===== src/rtl/dualcore_pkg.sv =====
// dualcore_pkg
// Shared types and constants for the dual-core fetch/store path.
//   core_id_t       : identifies a requesting core (0 or 1)
//   rsp_t           : in-flight read response record {valid, core_id}
//   RESET_PC        : PC value loaded by the PC counters on reset
//   BYTE_READY_VEC  : byte-ready vector address, shared with the PC counter
package dualcore_pkg;

  typedef logic core_id_t;

  localparam core_id_t CORE0 = 1'b0;
  localparam core_id_t CORE1 = 1'b1;

  typedef struct packed {
    logic     valid;
    core_id_t core_id;
  } rsp_t;

  localparam logic [11:0] RESET_PC       = 12'h000;
  localparam logic [11:0] BYTE_READY_VEC = 12'h7F4;

endpackage


===== src/rtl/rr_arbiter2.sv =====
// rr_arbiter2
// Two-requester round-robin arbiter with its priority pointer.
//   clk, rst     : clock, synchronous active-high reset
//   req0/req1    : request from core 0 / core 1
//   wen0/wen1    : request is a store
//   gnt0/gnt1    : one-hot grant (both 0 when idle or in reset)
// Build option: ARB_STORE_PRIORITY_EN -- on a read/store collision the store
// wins regardless of the pointer and the pointer is left alone.
module rr_arbiter2
  import dualcore_pkg::*;
(
  input  logic clk,
  input  logic rst,
  input  logic req0,
  input  logic req1,
  input  logic wen0,
  input  logic wen1,
  output logic gnt0,
  output logic gnt1
);

  core_id_t prio_q, prio_d;

`ifndef ARB_STORE_PRIORITY_EN
  // Request types do not affect arbitration in this build.
  logic unused_wen;
  assign unused_wen = wen0 ^ wen1;
`endif

  always_comb begin
    gnt0   = 1'b0;
    gnt1   = 1'b0;
    prio_d = prio_q;
    if (!rst) begin
      if (req0 && req1) begin
`ifdef ARB_STORE_PRIORITY_EN
        if (wen0 != wen1) begin
          gnt0 = wen0;
          gnt1 = wen1;
        end else begin
          gnt0   = (prio_q == CORE0);
          gnt1   = (prio_q == CORE1);
          prio_d = gnt0 ? CORE1 : CORE0;
        end
`else
        gnt0   = (prio_q == CORE0);
        gnt1   = (prio_q == CORE1);
        // Loser of a contended cycle gets priority next time.
        prio_d = gnt0 ? CORE1 : CORE0;
`endif
      end else begin
        gnt0 = req0;
        gnt1 = req1;
      end
    end
  end

  always_ff @(posedge clk) begin
    if (rst) prio_q <= CORE0;
    else     prio_q <= prio_d;
  end

endmodule


===== src/rtl/dualcore_mem_arbiter.sv =====
// dualcore_mem_arbiter
// Serialises fetch/store requests from two cores onto one single-port
// synchronous (write-first) RAM and generates each core's stall.
//   clk, rst               : clock, synchronous active-high reset
//   cN_req/addr/wen/wdata  : core N request
//   cN_stall               : request present but not granted (combinational)
//   cN_rvalid/cN_rdata     : read response, one cycle after grant
//   cN_stall_cnt           : saturating count of stalled cycles
//   mem_addr/wen/wdata     : RAM port, from the current grant
//   mem_rdata              : RAM read data, one cycle after the address
// Build option: ARB_STORE_PRIORITY_EN (see rr_arbiter2).
module dualcore_mem_arbiter
  import dualcore_pkg::*;
#(
  parameter int ADDR_W = 12,
  parameter int DATA_W = 16,
  parameter int CNT_W  = 8
) (
  input  logic              clk,
  input  logic              rst,
  input  logic              c0_req,
  input  logic [ADDR_W-1:0] c0_addr,
  input  logic              c0_wen,
  input  logic [DATA_W-1:0] c0_wdata,
  input  logic              c1_req,
  input  logic [ADDR_W-1:0] c1_addr,
  input  logic              c1_wen,
  input  logic [DATA_W-1:0] c1_wdata,
  output logic              c0_stall,
  output logic              c1_stall,
  output logic              c0_rvalid,
  output logic              c1_rvalid,
  output logic [DATA_W-1:0] c0_rdata,
  output logic [DATA_W-1:0] c1_rdata,
  output logic [CNT_W-1:0]  c0_stall_cnt,
  output logic [CNT_W-1:0]  c1_stall_cnt,
  output logic [ADDR_W-1:0] mem_addr,
  output logic              mem_wen,
  output logic [DATA_W-1:0] mem_wdata,
  input  logic [DATA_W-1:0] mem_rdata
);

  logic              gnt0, gnt1, gnt_valid, gnt_wen;
  logic [ADDR_W-1:0] addr_hold_q, addr_hold_d;
  rsp_t              rsp_q, rsp_d;
  logic [DATA_W-1:0] c0_rdata_q, c0_rdata_d, c1_rdata_q, c1_rdata_d;
  logic [CNT_W-1:0]  c0_cnt_q, c0_cnt_d, c1_cnt_q, c1_cnt_d;

  rr_arbiter2 u_arb (
    .clk  (clk),
    .rst  (rst),
    .req0 (c0_req),
    .req1 (c1_req),
    .wen0 (c0_wen),
    .wen1 (c1_wen),
    .gnt0 (gnt0),
    .gnt1 (gnt1)
  );

  always_comb begin
    gnt_valid = gnt0 | gnt1;
    gnt_wen   = gnt1 ? c1_wen : c0_wen;

    // Idle cycles keep the last address so the RAM input is quiet.
    mem_addr    = gnt_valid ? (gnt1 ? c1_addr : c0_addr) : addr_hold_q;
    mem_wdata   = gnt1 ? c1_wdata : c0_wdata;
    mem_wen     = gnt_valid && gnt_wen;
    addr_hold_d = mem_addr;

    rsp_d.valid   = gnt_valid && !gnt_wen;
    rsp_d.core_id = gnt1 ? CORE1 : CORE0;

    c0_stall = c0_req && !gnt0;
    c1_stall = c1_req && !gnt1;

    // A reset arriving while a response is in flight drops it.
    c0_rvalid = !rst && rsp_q.valid && (rsp_q.core_id == CORE0);
    c1_rvalid = !rst && rsp_q.valid && (rsp_q.core_id == CORE1);

    c0_rdata   = c0_rvalid ? mem_rdata : c0_rdata_q;
    c1_rdata   = c1_rvalid ? mem_rdata : c1_rdata_q;
    c0_rdata_d = c0_rdata;
    c1_rdata_d = c1_rdata;

    c0_cnt_d = c0_cnt_q;
    c1_cnt_d = c1_cnt_q;
    if (c0_stall && !(&c0_cnt_q)) c0_cnt_d = c0_cnt_q + CNT_W'(1);
    if (c1_stall && !(&c1_cnt_q)) c1_cnt_d = c1_cnt_q + CNT_W'(1);
  end

  assign c0_stall_cnt = c0_cnt_q;
  assign c1_stall_cnt = c1_cnt_q;

  always_ff @(posedge clk) begin
    if (rst) begin
      addr_hold_q <= '0;
      rsp_q       <= '0;
      c0_rdata_q  <= '0;
      c1_rdata_q  <= '0;
      c0_cnt_q    <= '0;
      c1_cnt_q    <= '0;
    end else begin
      addr_hold_q <= addr_hold_d;
      rsp_q       <= rsp_d;
      c0_rdata_q  <= c0_rdata_d;
      c1_rdata_q  <= c1_rdata_d;
      c0_cnt_q    <= c0_cnt_d;
      c1_cnt_q    <= c1_cnt_d;
    end
  end

endmodule


===== config.mk =====
export PLATFORM = sky130hd
export DESIGN_NAME = dualcore_mem_arbiter
export DESIGN_NICKNAME = d
export VERILOG_FILES = /design/src/rtl/dualcore_pkg.sv /design/src/rtl/rr_arbiter2.sv /design/src/rtl/dualcore_mem_arbiter.sv
export SDC_FILE = /design/constraint.sdc
export NUM_CORES = 1
export LEC_CHECK = 0
export BUFFER_PORTS_ARGS = -buffer_cell sky130_fd_sc_hd__buf_2
export CAP_MARGIN = 20
export CORE_ASPECT_RATIO = 0.5
export CORE_MARGIN = 5
export CORE_UTILIZATION = 41
export DETAILED_ROUTE_END_ITERATION = 6
export PLACE_DENSITY = 0.76
export SYNTH_ARGS = -nofsm -noshare
export SYNTH_HDL_FRONTEND = slang
export SYNTH_HIERARCHICAL = 1
export SYNTH_SLANG_ARGS = --single-unit

===== constraint.sdc =====
create_clock -name clk -period 1.9 [get_ports clk]
set_clock_uncertainty 0.05 [all_clocks]
set_input_delay 0.38 -clock clk [delete_from_list [all_inputs] [get_ports clk]]
set_output_delay 0.38 -clock clk [all_outputs]
set_load 0.02 [all_outputs]

==> results.toml, run 1 <==
[floorplan]
dieArea_um2 = 9550
core_um2 = 7350
start_util_pct = 42.4
io_pins = 159
die_y_um = 71.7
rows = 22
die_x_um = 133

[run]
maxCapViolCount = 0

[sta]
setup_violations = 52
period_minus_slack_ns = 2.10
fmax_mhz = 476
finalHoldViolCount = 0
fin_crit_sh_pct = 111
slew_violations = 0
worst_pin_slew_ns = 0.373
rsz0062_at_grt = "true"
holdWs_ns = 0.356
setup_slack_ns = -0.201
max_slew_margin_pct = 75.1

[place]
dpl_cell_area_um2 = 4130
hpwl_um = 6070
io_buffers = 158
gp_congestion = 0.775

[setup_path]
worstPathMaxFanout = 8
crit_type = "reg2out"
start_kind = "register"
critPathRequiredTime_ns = 1.47
cp.arrival_ns = 1.67
critPathCaptureType = "output pin"

[yosys]
yosysTopAreaCellShare_pct = 40.4
synthArstFlopShare_pct = 0
synth_cells = 305
ys_ff_latch = 63
yosysTopAreaCell = "dfxtp_1"
netlist_area_um2 = 3120
ys_types = 47
syn-num-nets = 385
synth_area_leaders = "dfxtp_1 40%, mux2_2 15%, nor2b_1 8.6%"
synthFlopType = "dfxtp_1"
ys_seq_area_share_pct = 40.4
synth_edf_count = 0
synth_warnings = 6
syn-mean-instance-area_um2 = 10.2

[detailed_routing]
vias_per_cell = 4.97
drc = 0
postRouteAntennaNets = 0
dr_total_vias = 2949
drt_iter0_markers = 111
first_pass_iters = 4
wl_per_cell_um = 15.7
wl_um = 9310

[cts]
cts_made_buffers = 9
insertion_delay_ns = 0.33
root_buffer = "clkbuf_16"
path_clk_slew_ns = 0.05
cts_max_level = 3
cts_sinks = 63
cts_tree = "yes"
clockBufferDepth = 2

[grt]
grt_pass1_vias = 2848
grt.overflow.total = 0
grt_max_degree = 37
grt_antenna_before_repair = 0
grt_pass1_wl_um = 13000
grtUsageTotal_pct = 16.7

[run_status]
status = "finished with violations"
violations = "negative setup slack"

[power]
powerDensity_nw_per_um2 = 772
p_leak_nw = 2.42
power.total_mw = 3.83
ir_worst_vdd_uv = 543

[min_path]
hold_path_class = "in2reg"

[finish]
diodes = 0
area_growth_pct = 59.1
stdcell_area_um2 = 4960
drive_above_1_share_pct = 54.7
nNetsFinal = 572
flip-flops by register name, indices dropped and copies added, names as in the netlist:
name          count
c0_rdata_q       16
c1_rdata_q       16
u_arb/prio_q      1
c1_stall_cnt      8
c0_stall_cnt      8
addr_hold_q      12
rsp_q             2
where the power goes:
part | total, mW | switching [mW] | internal (mW)
Combinational | 0.596 | 0.295 | 0.301
Clock | 1.85 | 0.575 | 1.28
Sequential | 1.38 | 0.0219 | 1.36
worst max-delay path, cell delays in order, from the launching register on:
cell,delay [ns]
dfxtp_4,0.38
nor3b_4,0.19
buf_6,0.16
clkbuf_16,0.16
mux2_4,0.31
buf_6,0.14
worst paths after layout:
| check | start | end | slack (ns) | cells after the start |
|---|---|---|---|---|
| min reg2reg | c1_stall_cnt[1] | c1_stall_cnt[1] | 0.47 | 2 |
| min | c1_wen | rsp_q[1] | 0.36 | 4 |
| max | rsp_q[0] | c0_rdata[11] | -0.20 | 5 |
| max reg2reg | u_arb/prio_q | c0_stall_cnt[3] | 0.11 | 6 |
cell type report:
type	instances	area (um^2)
Tap cell	96	120
Fill cell	553	2390
Inverter	7	26.3
Clock inverter	6	109
Multi-Input combinational cell	219	1850
Timing Repair Buffer	192	1350
Sequential cell	63	1270
Clock buffer	10	229
layer usage:
metal	share of wire (%)	vias to the layer above	track usage, %
met1	41	1392	18.0
met2	52	95	30.8
met5	0	-	0
met4	1.6	0	5.93
li1	-	1449	-
met3	5.8	13	5.89
per-stage QoR:
step / setup TNS (ns) / setup WS, ns / std cells / utilization (%)
after floorplan: 0 / 0.00392 / 305 / -
after detailed placement: -2.00 / -0.0940 / 562 / 56.2
after global placement: -1.03 / -0.0691 / 562 / 56.2
after global routing: -10.33 / -0.260 / 593 / 67.5
final: -6.97 / -0.201 / 593 / 67.5
after CTS: -6.27 / -0.166 / 581 / 62.7
synthesized netlist by cell type (2+ instances only):
cell,count
a21oi_1,6
and2b_1,9
a21boi_0,2
clkbuf_1,12
nand3_1,3
mux2_2,42
inv_1,7
a311oi_1,2
nor4_1,2
nand2b_1,5
a41oi_1,3
ha_1,2
mux2_4,9
nor3_1,7
nor2_1,6
nor2b_1,43
buf_2,3
a211oi_1,3
and4_1,2
nor4bb_1,2
a31oi_1,3
mux2i_1,14
nand2_1,17
and3_1,2
o21ai_0,13
nand4b_1,3
dfxtp_1,63
layout by cell type, fill, tap and decap left out, drive strengths merged, types with 3 or more instances in the layout:
cell type,instances
clkbuf,13
bufinv,3
a21boi,3
mux2i,14
o21ai,13
nand2,17
a211oi,3
inv,7
nand2b,5
nor2b,43
and2b,9
nor3,7
a41oi,3
buf,188
nand4b,3
dfxtp,63
a31oi,3
mux2,52
nand3,3
nor2,6
a21oi,7
nand3b,4
clkinv,3
what timing repair did:
| action | 4_1_cts | 5_1_grt |
|---|---|---|
| pin swaps | 1 | 0 |
| gates resized for setup | 31 | 61 |
| setup buffers | 2 | 7 |
| hold buffers | 0 | 0 |
| endpoints found under the setup margin | 62 | 62 |
| gates cloned | 1 | 5 |
cells by family (layout without fill, tap and decap cells):
| logic type | Yosys count | after routing | synth area share (%) |
|---|---|---|---|
| simple gates | 108 | 110 | 21.5 |
| mux | 66 | 66 | 24.4 |
| flops | 63 | 63 | 40.4 |
| compound gates | 41 | 41 | 8.91 |
| buf+inv | 25 | 215 | 4.01 |
| fa+ha+maj | 2 | 2 | 0.802 |
Power figures use the tool's default switching activity.
==> run 2: changes to the inputs <==
CORE_UTILIZATION = 45   (was 41)
PLACE_DENSITY = 0.79   (was 0.76)
SETUP_SLACK_MARGIN = 0.02   (was not set)
clock period = 2.45 ns   (was 1.9 ns; I/O delays follow)
==> results.toml, run 2 (synthesis results as in run 1) <==
[finish]
layout_commonest_cell = "buf_2"
nNetsFinal = 546
fillers = 576
diodes = 0
top_regs = "c0_rdata_q: 16 flops, c1_rdata_q: 16 flops, addr_hold_q: 12 flops"
area_growth_pct = 39.8
finalNonFillerCells = 563
finish.utilization_pct = 65.1
drive_above_1_share_pct = 51.0
final_cell_mix = "158 x buf_2, 63 x dfxtp_1, 43 x nor2b_1"

[cts]
clockBufferDepth = 2
cts_made_buffers = 9
post_cts_buffers = 0
cts_tree = "yes"
cts_max_level = 3
insertion_delay_ns = 0.32
hold_buffers = 0
cts_sinks = 63
path_clk_slew_ns = 0.05
root_buffer = "clkbuf_16"
cts_resized = 0

[power]
powerDensity_nw_per_um2 = 648
ir_worst_vdd_uv = 345
p_leak_nw = 2.15

[sta]
fmax_mhz = 441
setup_slack_ns = 0.180
holdWs_ns = 0.435
worst_pin_slew_ns = 0.432
setup_violations = 0
finalHoldViolCount = 0
tns_ns = 0
fin_crit_sh_pct = 92.6
slew_violations = 0
period_minus_slack_ns = 2.27
rsz0062_at_grt = "false"
max_slew_margin_pct = 71.1

[place]
dp.cells = 547
hpwl_um = 6090
gp_congestion = 0.782
pre_cts_ws_ns = 0.166
io_buffers = 158

[min_path]
hold_path_class = "in2reg"

[floorplan]
die_x_um = 128
dieArea_um2 = 8790
rows = 21
die_y_um = 68.9
io_pins = 159
start_util_pct = 46.5
core_um2 = 6700

[setup_path]
crit_type = "in2out"
worstPathMaxFanout = 14
critPathCaptureType = "output pin"
critPathRequiredTime_ns = 1.91
cp.arrival_ns = 1.73
rrSetupSlack_ns = 0.66
start_kind = "input pin"

[detailed_routing]
wl_per_cell_um = 14.1
first_pass_iters = 4
drt_iter0_markers = 82
wl_um = 7950
drc = 0
dr_total_vias = 2786
vias_per_cell = 4.95
postRouteAntennaNets = 0

[run_status]
status = "finished, final reports clean"

[grt]
grt_max_degree = 31
grt_pass1_wl_um = 12300
grt.overflow.total = 0
grt_pass1_vias = 2621
grt_antenna_before_repair = 0
grtUsageTotal_pct = 17.5

[run]
maxCapViolCount = 0
-- run 2: changes by cell type in the layout (fill, tap and decap cells not counted), sizes merged --
cell / previous run / this run
clkbuf: 13 / 9
bufbuf: 1 / 0
clkinv: 3 / 2
buf: 188 / 168
inv: 7 / 10
bufinv: 3 / 2
nand3b: 4 / 2
-- run 2: metrics by stage --
step	instance area [um^2]	total power, mW
2_1_floorplan	3120	1.32
3_3_place_gp	4030	1.47
3_5_place_dp	4030	1.47
4_1_cts	4360	2.86
5_1_grt	4360	2.95
6_report	4360	2.83
-- run 2: worst max-delay path: stages --
cell and delay (ns):
buf_2 0.16, a211oi_2 0.38, buf_12 0.21, mux2i_1 0.07, o21ai_0 0.20, buf_2 0.21
-- run 2: cell type report --
type / instances / area [um^2] / area share (%)
multi-input cells: 217 / 1740 / 39.8
flip-flops and latches: 63 / 1260 / 28.9
repair buffers: 168 / 891 / 20.4
clock buffers: 9 / 225 / 5.17
well taps: 92 / 115 / 2.64
clock inverters: 7 / 104 / 2.38
inverters: 7 / 26.3 / 0.603
-- run 2: path summary, 6_finish.rpt --
| check | startpoint | end | depth (start not counted) |
|---|---|---|---|
| worst max register to register | u_arb/prio_q | c1_stall_cnt[5] | 5 |
| worst min register to register | c1_stall_cnt[1] | c1_stall_cnt[1] | 2 |
| worst min-delay path | c1_wen | rsp_q[1] | 4 |
| worst max-delay path | rst | mem_addr[4] | 6 |
-- run 2: where the power goes --
group | internal, mW | leakage (nW) | total [mW] | switching (mW)
combinational | 0.174 | 1.48 | 0.381 | 0.206
clock | 0.904 | 0.161 | 1.38 | 0.474
sequential | 1.05 | 0.511 | 1.07 | 0.0155
total | 2.13 | 2.15 | 2.83 | 0.695
-- run 2: metal layers --
layer / GRT usage, % / share of wire [%]
met5: 0 / 0
met4: 5.03 / 0.77
met3: 5.31 / 7.6
met2: 31.9 / 51
met1: 20.5 / 40
==> run 3: changes to the inputs <==
CORE_UTILIZATION = 30   (was 45)
PLACE_DENSITY = not set   (was 0.79)
RECOVER_POWER = 50   (was not set)
==> results.toml, run 3 (synthesis results as in run 1) <==
[run_status]
status = "finished, final reports clean"

[grt]
grt.overflow.total = 0
grt_max_degree = 32
grt_antenna_before_repair = 0
grtUsageTotal_pct = 13.0
grt_pass1_wl_um = 13100
grt_pass1_vias = 2774

[sta]
worst_pin_slew_ns = 0.385
tns_ns = 0
slew_violations = 0
holdWs_ns = 0.419
finalHoldViolCount = 0
rsz0062_at_grt = "false"
setup_violations = 0
fin_crit_sh_pct = 92.4
period_minus_slack_ns = 2.26
fmax_mhz = 442
max_slew_margin_pct = 74.3

[floorplan]
core_um2 = 10200
start_util_pct = 30.6
io_pins = 159
die_y_um = 82.1
dieArea_um2 = 12700
die_x_um = 154
rows = 26

[cts]
hold_buffers = 0
root_buffer = "clkbuf_16"
cts_sinks = 63
clockBufferDepth = 2
insertion_delay_ns = 0.33
path_clk_slew_ns = 0.05
cts_resized = 0
cts_max_level = 3
cts_made_buffers = 9
post_cts_buffers = 0
cts_tree = "yes"

[setup_path]
cpPeakStageDelay_ns = 0.39
rrSetupSlack_ns = 0.61
endpoint = "mem_wdata[15]"
cpMaxStageDelayCell = "dfxtp_1"
cp_top_family = "buffers and inverters"
critPathRequiredTime_ns = 1.91
worstPathMaxFanout = 22
crit_cells = 4
start_kind = "register"
critPathCaptureType = "output pin"
cp_cell_sequence = "o211a_1, buf_4, mux2_2, buf_2"
cp.arrival_ns = 1.72
regToRegStartpoint = "u_arb/prio_q"
reg2reg_depth = 5
crit_type = "reg2out"
r2r_end = "c1_stall_cnt[0]"
path_buf_inv = 2
crit_start = "u_arb/prio_q"

[run]
maxCapViolCount = 0

[finish]
regArea_um2 = 1260
final_cell_mix = "142 x buf_2, 63 x dfxtp_1, 43 x nor2b_1"
nNetsFinal = 545
drive_above_1_share_pct = 44.3
diodes = 0
area_growth_pct = 40.3
stdcell_area_um2 = 4370
fillers = 1050
finalNonFillerCells = 610
top_regs = "c0_rdata_q: 16 flops, c1_rdata_q: 16 flops, addr_hold_q: 12 flops"
layout_commonest_cell = "buf_2"
multi_input_area_um2 = 1710

[place]
io_buffers = 158
hpwl_um = 6140
dp.cells = 594
dpl_cell_area_um2 = 4100
gp_congestion = 0.801

[power]
power_frac_clock_pct = 49.0
switching_power_mw = 0.669
pwr-share-seq_pct = 37.6
internal-power_mw = 2.17
p_leak_nw = 2.08
pwr-share-comb_pct = 13.3
ir_worst_vdd_uv = 239
p_sw_share_pct = 23.6
powerDensity_nw_per_um2 = 649
power.total_mw = 2.84

[detailed_routing]
wl_per_cell_um = 13.4
postRouteAntennaNets = 0
drt_iter0_markers = 111
first_pass_iters = 4
drc = 0
dr_total_vias = 2804
wl_um = 8190
vias_per_cell = 4.60

[min_path]
hold_path_class = "in2reg"
## run 3: area by class of cell
cell class	count	area share, %
clock buffers	13	5.95
clock inverters	3	1.49
inverters	7	0.601
multi-input cells	217	39.2
flip-flops and latches	63	28.8
well taps	140	4.00
repair buffers	167	19.9
## run 3: metrics by stage
step                worst slack [ns]  util, %
floorplan                      0.217        -
global placement               0.221     40.3
detailed placement             0.202     40.3
CTS                            0.162     43.5
global route                  0.0875     43.0
finish                         0.187     43.0
## run 3: layer usage
metal | vias up | part of all wire [%] | global-route usage, %
met5 | - | 0 | 0
met1 | 1293 | 41 | 14.3
li1 | 1400 | - | -
met3 | 11 | 7.5 | 5.31
met2 | 100 | 50 | 23.4
met4 | 0 | 1.6 | 3.79
## run 3: worst min path at each step
| stage | end | cells past startpoint | start | slack [ns] |
|---|---|---|---|---|
| 6_report | rsp_q[1] | 4 | c1_wen | 0.42 |
| 5_1_grt | rsp_q[1] | 4 | c1_wen | 0.44 |
| 4_1_cts | rsp_q[1] | 4 | c1_wen | 0.40 |
| 3_5_place_dp | c0_stall_cnt[1] | 2 | c0_stall_cnt[1] | 0.46 |
| 3_3_place_gp | c1_stall_cnt[1] | 2 | c1_stall_cnt[1] | 0.45 |
| 2_1_floorplan | u_arb/prio_q | 2 | u_arb/prio_q | 0.49 |
## run 3: tightest hold or removal path: stages
cell and delay [ns]:
buf_2 0.10, inv_1 0.04, a21oi_1 0.05, nor2_1 0.07
## run 3: power groups by stage
stage	logic, mW	clock network (mW)	registers [mW]
final	0.378	1.39	1.07
after detailed placement	0.391	0	1.09
after floorplan	0.222	0	1.09
after global routing	0.418	1.49	1.07
after global placement	0.388	0	1.09
after CTS	0.392	1.44	1.07
